==> src/rtl/load_store_unit.sv <==
// rtl/load_store_unit.sv - RV32I load/store unit with word-aligned memory port and load timeout
// Optional feature macro: LSU_MISALIGN_TRAP_EN (traps misaligned halfword/word accesses)
module load_store_unit #(
  parameter int TIMEOUT_CYCLES = 255
) (
  input  logic        i_clk,
  input  logic        i_reset,
  input  logic        i_req_valid,
  output logic        o_req_ready,
  input  logic        i_is_store,
  input  logic [2:0]  i_funct3,
  input  logic [31:0] i_addr,
  input  logic [31:0] i_store_data,
  output logic        o_resp_valid,
  output logic        o_resp_err,
  output logic [31:0] o_load_data,
  output logic        o_mem_req_valid,
  input  logic        i_mem_req_ready,
  output logic        o_mem_we,
  output logic [31:0] o_mem_addr,
  output logic [31:0] o_mem_wdata,
  output logic [3:0]  o_mem_wstrb,
  input  logic        i_mem_rvalid,
  input  logic [31:0] i_mem_rdata
);

  localparam int CW = (TIMEOUT_CYCLES < 1) ? 1 : $clog2(TIMEOUT_CYCLES + 1);
  localparam logic [CW-1:0] LIMIT = CW'(TIMEOUT_CYCLES);

  typedef enum logic [1:0] {S_IDLE, S_REQ, S_WAIT, S_RESP} state_t;

  state_t        r_state;
  state_t        w_next;
  logic          r_is_store;
  logic [2:0]    r_funct3;
  logic [1:0]    r_off;
  logic          r_err;
  logic [CW-1:0] r_cnt;

  logic          w_accept;
  logic          w_illegal;
  logic          w_misalign;
  logic          w_req_err;
  logic          w_limit;
  logic [31:0]   w_wdata;
  logic [3:0]    w_wstrb;
  logic [7:0]    w_byte;
  logic [15:0]   w_half;
  logic [31:0]   w_ext;

  assign w_accept  = i_req_valid && (r_state == S_IDLE);
  assign w_illegal = i_is_store ? (i_funct3 > 3'b010)
                                : (i_funct3 == 3'b011 || i_funct3 == 3'b110 || i_funct3 == 3'b111);

`ifdef LSU_MISALIGN_TRAP_EN
  assign w_misalign = ((i_funct3[1:0] == 2'b01) && i_addr[0]) ||
                      ((i_funct3[1:0] == 2'b10) && (i_addr[1:0] != 2'b00));
`else
  assign w_misalign = 1'b0;
`endif

  assign w_req_err = w_illegal || w_misalign;
  assign w_limit   = (r_cnt == LIMIT);

  // Place store data on its byte lanes and build the matching byte enables
  always_comb begin
    w_wdata = 32'h0;
    w_wstrb = 4'b0000;
    if (i_is_store && !w_req_err) begin
      case (i_funct3[1:0])
        2'b00: begin
          w_wdata = {4{i_store_data[7:0]}};
          w_wstrb = 4'b0001 << i_addr[1:0];
        end
        2'b01: begin
          w_wdata = {2{i_store_data[15:0]}};
          w_wstrb = 4'b0011 << {i_addr[1], 1'b0};
        end
        default: begin
          w_wdata = i_store_data;
          w_wstrb = 4'b1111;
        end
      endcase
    end
  end

  // Pick the addressed byte/halfword from the returned word and extend it
  always_comb begin
    w_byte = i_mem_rdata[7:0];
    case (r_off)
      2'd1:    w_byte = i_mem_rdata[15:8];
      2'd2:    w_byte = i_mem_rdata[23:16];
      2'd3:    w_byte = i_mem_rdata[31:24];
      default: w_byte = i_mem_rdata[7:0];
    endcase
    w_half = r_off[1] ? i_mem_rdata[31:16] : i_mem_rdata[15:0];
    w_ext  = 32'h0;
    case (r_funct3)
      3'b000:  w_ext = {{24{w_byte[7]}}, w_byte};
      3'b001:  w_ext = {{16{w_half[15]}}, w_half};
      3'b010:  w_ext = i_mem_rdata;
      3'b100:  w_ext = {24'h0, w_byte};
      3'b101:  w_ext = {16'h0, w_half};
      default: w_ext = 32'h0;
    endcase
  end

  // State register
  always_ff @(posedge i_clk or posedge i_reset) begin
    if (i_reset) r_state <= S_IDLE;
    else         r_state <= w_next;
  end

  // Next-state logic and state-decoded handshake outputs
  always_comb begin
    w_next          = r_state;
    o_req_ready     = 1'b0;
    o_mem_req_valid = 1'b0;
    o_mem_we        = 1'b0;
    o_resp_valid    = 1'b0;
    case (r_state)
      S_IDLE: begin
        o_req_ready = 1'b1;
        if (i_req_valid) w_next = w_req_err ? S_RESP : S_REQ;
      end
      S_REQ: begin
        o_mem_req_valid = 1'b1;
        o_mem_we        = r_is_store;
        if (i_mem_req_ready) w_next = r_is_store ? S_RESP : S_WAIT;
      end
      S_WAIT: begin
        if (i_mem_rvalid || w_limit) w_next = S_RESP;
      end
      S_RESP: begin
        o_resp_valid = 1'b1;
        w_next       = S_IDLE;
      end
      default: w_next = S_IDLE;
    endcase
  end

  assign o_resp_err = r_err && (r_state == S_RESP);

  // Wait-cycle counter, cleared while the request is outstanding so WAIT starts at zero
  always_ff @(posedge i_clk or posedge i_reset) begin
    if (i_reset)                 r_cnt <= '0;
    else if (r_state == S_REQ)   r_cnt <= '0;
    else if (r_state == S_WAIT && !w_limit) r_cnt <= r_cnt + CW'(1);
  end

  // Capture the request on acceptance and the load result or timeout in WAIT
  always_ff @(posedge i_clk or posedge i_reset) begin
    if (i_reset) begin
      r_is_store  <= 1'b0;
      r_funct3    <= 3'b000;
      r_off       <= 2'b00;
      r_err       <= 1'b0;
      o_mem_addr  <= 32'h0;
      o_mem_wdata <= 32'h0;
      o_mem_wstrb <= 4'b0000;
      o_load_data <= 32'h0;
    end else if (w_accept) begin
      r_is_store  <= i_is_store;
      r_funct3    <= i_funct3;
      r_off       <= i_addr[1:0];
      r_err       <= w_req_err;
      o_mem_addr  <= {i_addr[31:2], 2'b00};
      o_mem_wdata <= w_wdata;
      o_mem_wstrb <= w_wstrb;
      o_load_data <= 32'h0;
    end else if (r_state == S_WAIT) begin
      if (i_mem_rvalid) begin
        o_load_data <= w_ext;
        r_err       <= 1'b0;
      end else if (w_limit) begin
        o_load_data <= 32'h0;
        r_err       <= 1'b1;
      end
    end
  end

endmodule

==> config.mk <==
export PLATFORM = sky130hd
export DESIGN_NAME = load_store_unit
export DESIGN_NICKNAME = d
export VERILOG_FILES = /design/src/rtl/load_store_unit.sv
export SDC_FILE = /design/constraint.sdc
export NUM_CORES = 1
export LEC_CHECK = 0
export ABC_AREA = 1
export CAP_MARGIN = 40
export CORE_MARGIN = 1.5
export CORE_UTILIZATION = 49
export CTS_CLUSTER_DIAMETER = 60
export DETAILED_ROUTE_END_ITERATION = 10
export PLACE_DENSITY = 0.95
export SETUP_SLACK_MARGIN = 0.4
export SLEW_MARGIN = 5
export SYNTH_ARGS = -nofsm -noshare
export SYNTH_HDL_FRONTEND = slang
export SYNTH_SLANG_ARGS = --single-unit
export TNS_END_PERCENT = 50
==> constraint.sdc <==
create_clock -name i_clk -period 8.5 [get_ports i_clk]
set_input_delay 2.55 -clock i_clk [delete_from_list [all_inputs] [get_ports i_clk]]
set_output_delay 2.55 -clock i_clk [all_outputs]
set_load 0.05 [all_outputs]
### Word-level counts from Yosys, hierarchy flattened

Cells that the tools add are included.

| storage, ports and cells | value |
|---|---|
| flip-flop bits (word level) | 115 |
| latch bits | 0 |
| memory bits (writable) | 0 |
| ROM bits | 0 |
| bits of input ports | 105 |
| output and inout bits | 105 |
| memories | 0 |

| cells by class | value |
|---|---|
| $add $sub $neg | 1 |
| multiply operators | 0 |
| div/mod/pow operators | 0 |
| order comparisons | 1 |
| equal/unequal tests | 18 |
| shift-type cells | 2 |
| multiplexer cells | 28 |
| bitwise logic cells | 0 |
| reduce and logical (&&, ||, !) cells | 17 |

Operator list:

| cell | count |
|---|---|
| $mux W32 | 5 |
| $pmux W32 S5 | 1 |
| $pmux W32 S2 | 1 |
| $pmux W8 S3 | 1 |
| $mux W16 | 1 |
| $mux W8 | 2 |
| $eq A3 B3 Y1 const B | 4 |
| $mux W1 | 10 |
| $add A8 B1 Y8 const B | 1 |
| $eq A2 B2 Y1 const B | 4 |
| $eq A8 B8 Y1 const B | 1 |
| $mux W2 | 4 |
| $pmux W2 S4 | 1 |
| $pmux W4 S2 | 1 |
| $eq A2 B1 Y1 const B | 3 |
| $eq A3 B2 Y1 const B | 2 |
| $ne A2 B2 Y1 const B | 3 |
| $logic_and A1 B1 Y1 | 4 |
| $logic_not A2 Y1 | 2 |
| $mux W4 | 1 |
| $reduce_bool A2 Y1 | 2 |
| $shl A1 B2 Y4 const A | 1 |
| $shl A2 B2 Y4 const A | 1 |
| $eq A3 B1 Y1 const B | 1 |
| other kinds (7) | 10 |

### Depth between registers and ports, before layout

| depth | value |
|---|---|
| word-level depth | 7 |
| gate-level depth with buffers | 11 |
| gate-level depth less buffers | 9 |

### Worst setup path before layout

OpenSTA, ideal clock, no wires.

| path | value |
|---|---|
| path kind | reg2out |
| start point | register r_state[1] |
| end point | output port o_mem_we |
| arrival | 1.449 ns |
| required time | 5.950 ns |
| setup slack | 4.501 ns |
| cell stages (with the launch flop) | 5 |
| buffers on the path | 0 |
| path through | dfrtp_1 inv_1 ha_1 nand2_1 inv_1 |

| between the ends | value |
|---|---|
| word-level cells in the longest chain between the ends | 2 |

RTL lines:

| item | RTL line | text |
|---|---|---|
| start: declaration | 32 | `state_t r_state;` |
| start signal: assignment | 111 | `else r_state <= w_next;` |
| $eq A2 B1 Y1 | 121 | `case (r_state)` |
| $mux W1 | 121 |  |
| end: declaration | 19 | `output logic o_mem_we,` |

No other way between the ends.

### Final worst setup path

| path | value |
|---|---|
| start point | input port i_req_valid |
| end point | register r_err |

| between the ends | value |
|---|---|
| word-level cells in the longest chain between the ends | 3 |
| elaborated cells between the ends (all ways) | 5 |
| classes of those cells | 1 x mux; 4 x reduce/logical |

RTL lines:

| item | RTL line | text |
|---|---|---|
| start: declaration | 8 | `input logic i_req_valid,` |
| $logic_and A1 B1 Y1 * | 51 | `assign w_accept = i_req_valid && (r_state == S_IDLE);` |
| $reduce_bool A3 Y1 (no line) or $reduce_bool A2 Y1 (tied branches) | - |  |
| $reduce_and A2 Y1 (no line) | - |  |
| end signal: assignment | 166 | `r_err <= w_req_err;` |
| end: declaration | 37 | `logic r_err;` |

Mark *: on every way between the ends. The rest lies on a longest branch, timed or not.
A chain may end at the register's enable or synchronous reset.

==> impl_metrics.ini <==
[power]
ir_drop_mv = 0.2938
p_switching_mw = 1.719
intPower_mw = 1.921
pwr-share-comb_pct = 51.6
leakage_nw = 4.323
power.density_nw_per_um2 = 422.9
clkPwrFrac_pct = 22.9
swShare_pct = 47.23
seqPwrFrac_pct = 25.5

[logic_synthesis]
ys_types = 33
synth_area_leaders = dfrtp_1 50%, nand2_1 26%, o21ai_0 6.7%
syn_area_um2 = 5807
synth_top_cell_by_area = dfrtp_1
synth_edf_count = 0
yosysSeqAreaShare_pct = 49.56
syn_inst = 800
synth_top_area_share_pct = 49.56
ys_ff_latch = 115
syn_avg_cell_area_um2 = 7.259
ys.flop_type = dfrtp_1
ys.warnings.count = 0
async_reset_ff_share_pct = 100.0

[route]
wl_met1_um = 7141
wl_met2_um = 8492
wl_per_cell_um = 15.31
vias = 5984
ant_nets = 0
drtIter0Drc = 479
drcViolationCount = 0
top_layer = met4
drt-vias-per-instance = 5.181
drt_first_pass_iters = 5
wl_um = 17680
wl_met3_um = 1467

[sta]
finalSetupViolCount = 0
fin_skew_ns = 0.007635
final_max_slew_viol_count = 0
fmax_mhz = 193.9
rsz0062_at_grt = false
period_share_pct = 60.69
max_slew_margin_pct = 46.81
finalCriticalPeriod_ns = 5.158
hold_viol_final = 0
fin_setup_tns_ns = 0
tightest_slew_ns = 0.7979

[die]
io_pins = 210
fp.dieH_um = 111.9
start_util_pct = 50.64
fp.coreArea_um2 = 11470
rows = 39
die_w_um = 111.9
die_area_um2 = 12510

[run]
drv_cap = 0

[cells_and_area]
fin_cells = 1155
syn2layout_area_growth_pct = 48.20
fillers = 780
multi_input_area_um2 = 2492
num_antenna_cells = 0
finalNetCount = 1109
seq_area_um2 = 2878
drive_above_1_share_pct = 5.138
fin_area_um2 = 8606

[worst_setup_path]
critPathRequiredTime_ns = 8.85
setup.worst_path.end_class = flop
worstPathArrival_ns = 5.51
critPathKind = primary input to flop
cp_max_fo = 77
critPathLaunchType = primary input

[clock_network]
htreeDepth = 4
cts.repair.resized = 0
hold_buffers = 0
numCtsBuffers = 17
cts_setup_buffers = 0
path_clk_slew_ns = 0.05
root_buffer = clkbuf_16
clock_tree.buffer_depth = 2
cts.sinks = 115
insertion_delay_ns = 0.41
cts_tree = yes

[global_route]
grtUsageTotal_pct = 29.88
grt_pass1_vias = 6110
grt_pass1_wl_um = 29660
antenna_found_initial = 0
grt-ovfl-total = 0
grt_start_max_net_pins = 78

[place]
place_hpwl_um = 12100
gp_congestion = 0.8987
dpl.cell_count = 1123
postPlaceCellArea_um2 = 7914
port_buffers = 207

[run_status]
status = finished clean

[worst_hold_path]
hp-class = flop to flop
==> metrics by stage <==
| step | utilization (%) | setup slack (ns) | power, mW | hold slack [ns] |
|---|---|---|---|---|
| 6_report | 75.05 | 3.342 | 3.640 | 0.4768 |
| 4_1_cts | 75.05 | 3.381 | 3.642 | 0.4785 |
| 3_3_place_gp | 69.01 | 3.082 | 2.741 | 0.4605 |
| 2_1_floorplan | - | 2.906 | 2.185 | 0.4422 |
| 3_5_place_dp | 69.01 | 2.983 | 2.783 | 0.4636 |
| 5_1_grt | 75.05 | 3.019 | 3.842 | 0.5016 |
==> critical path, cell delays in order <==
cell and delay (ns):
clkdlybuf4s50_1 0.43, nand2_2 0.07, buf_4 0.58, clkinv_2 0.66, nor2_2 0.35, a21oi_4 0.14
inv_2 0.41, nand2_1 0.13, nand2_1 0.09
==> synthesized netlist by cell type, types with 2 or more instances <==
cell      instances
buf_6             3
nor2_1           43
o21ai_1           3
ha_1              5
xor2_1            2
clkbuf_1         10
o21ai_0          78
clkinv_1          2
a21oi_1           2
inv_1            64
nand3_1          25
buf_4             6
nand2_1         396
nand3b_1          2
nor3_1            3
o22ai_1           9
dfrtp_1         115
buf_2             9
nand2_2           2
inv_2             4
nor2_2            3
buf_1             3
==> cell type report <==
type	instances	area share, %
clock buffers	20	5.423
clock inverters	12	2.617
flip-flops and latches	115	33.44
repair buffers	210	24.34
inverters	71	3.140
well taps	143	2.079
multi-input cells	584	28.96
==> power groups by stage <==
stage,combinational [mW],sequential (mW),clock [mW]
after CTS,1.88,0.926,0.835
after global routing,2.01,0.956,0.872
after detailed placement,1.86,0.924,0
after global placement,1.82,0.923,0
final,1.88,0.930,0.833
after floorplan,0.658,1.53,0
==> path summary, 6_finish.rpt <==
kind / start / endpoint / slack, ns / cells after the start
min in group asynchronous: i_reset / o_mem_addr[27] / 2.57 / 2
max in group asynchronous: i_reset / r_cnt[7] / 4.67 / 3
hold / removal: o_mem_addr[29] / o_mem_addr[29] / 0.48 / 2
setup / recovery: i_req_valid / r_err / 3.34 / 9
hold reg to reg: o_mem_addr[29] / o_mem_addr[29] / 0.48 / 2
setup reg to reg: r_state[0] / r_err / 5.10 / 10
==> metal layers <==
layer	vias up	GRT usage (%)
met3	47	9.581
li1	2862	-
met5	-	0
met2	283	49.51
met4	0	13.42
met1	2792	35.64
==> state kept, by name, indices dropped and copies added (netlist names), 2 cells and up <==
| name | count |
|---|---|
| o_load_data | 32 |
| r_off | 2 |
| o_mem_wstrb | 4 |
| o_mem_wdata | 32 |
| r_funct3 | 3 |
| o_mem_addr | 30 |
| r_state | 2 |
| r_cnt | 8 |
==> cell families after synthesis <==
family                   synth area share (%)
AO/OA/AOI/OAI                           8.791
flip-flops                              49.56
buffers and inverters                   7.584
adder cells (fa/ha/maj)                 1.077
XOR/XNOR                               0.3017
AND/OR/NAND/NOR                         32.62
other                                 0.06458
==> placed cells by master, fill, tap and decap left out <==
cell | Yosys | layout
inv_6 | 0 | 1
a21oi_4 | 1 | 1
conb_1 | 1 | 2
dfrtp_1 | 115 | 115
nor3_4 | 1 | 1
clkinvlp_4 | 0 | 3
clkinv_2 | 1 | 2
o211ai_1 | 1 | 1
a21oi_1 | 2 | 2
clkbuf_16 | 0 | 17
o21bai_1 | 1 | 1
nor2_4 | 1 | 1
nand2_1 | 396 | 396
nor3_1 | 3 | 3
nor2_2 | 3 | 3
inv_4 | 0 | 1
clkbuf_8 | 0 | 3
clkinv_1 | 2 | 2
buf_4 | 6 | 3
nor3_2 | 1 | 1
o21ai_1 | 3 | 3
clkinv_4 | 0 | 1
o22ai_1 | 9 | 9
o21ai_0 | 78 | 78
ha_1 | 5 | 5
nand3b_1 | 2 | 2
inv_1 | 64 | 63
inv_2 | 4 | 4
nand2_2 | 2 | 2
bufinv_16 | 0 | 6
nand3_2 | 1 | 1
nor2_1 | 43 | 43
a211oi_1 | 1 | 1
nand4_2 | 1 | 1
clkdlybuf4s50_1 | 0 | 207
xor2_1 | 2 | 2
nand3_1 | 25 | 25
(Power assumes the default switching activity.)
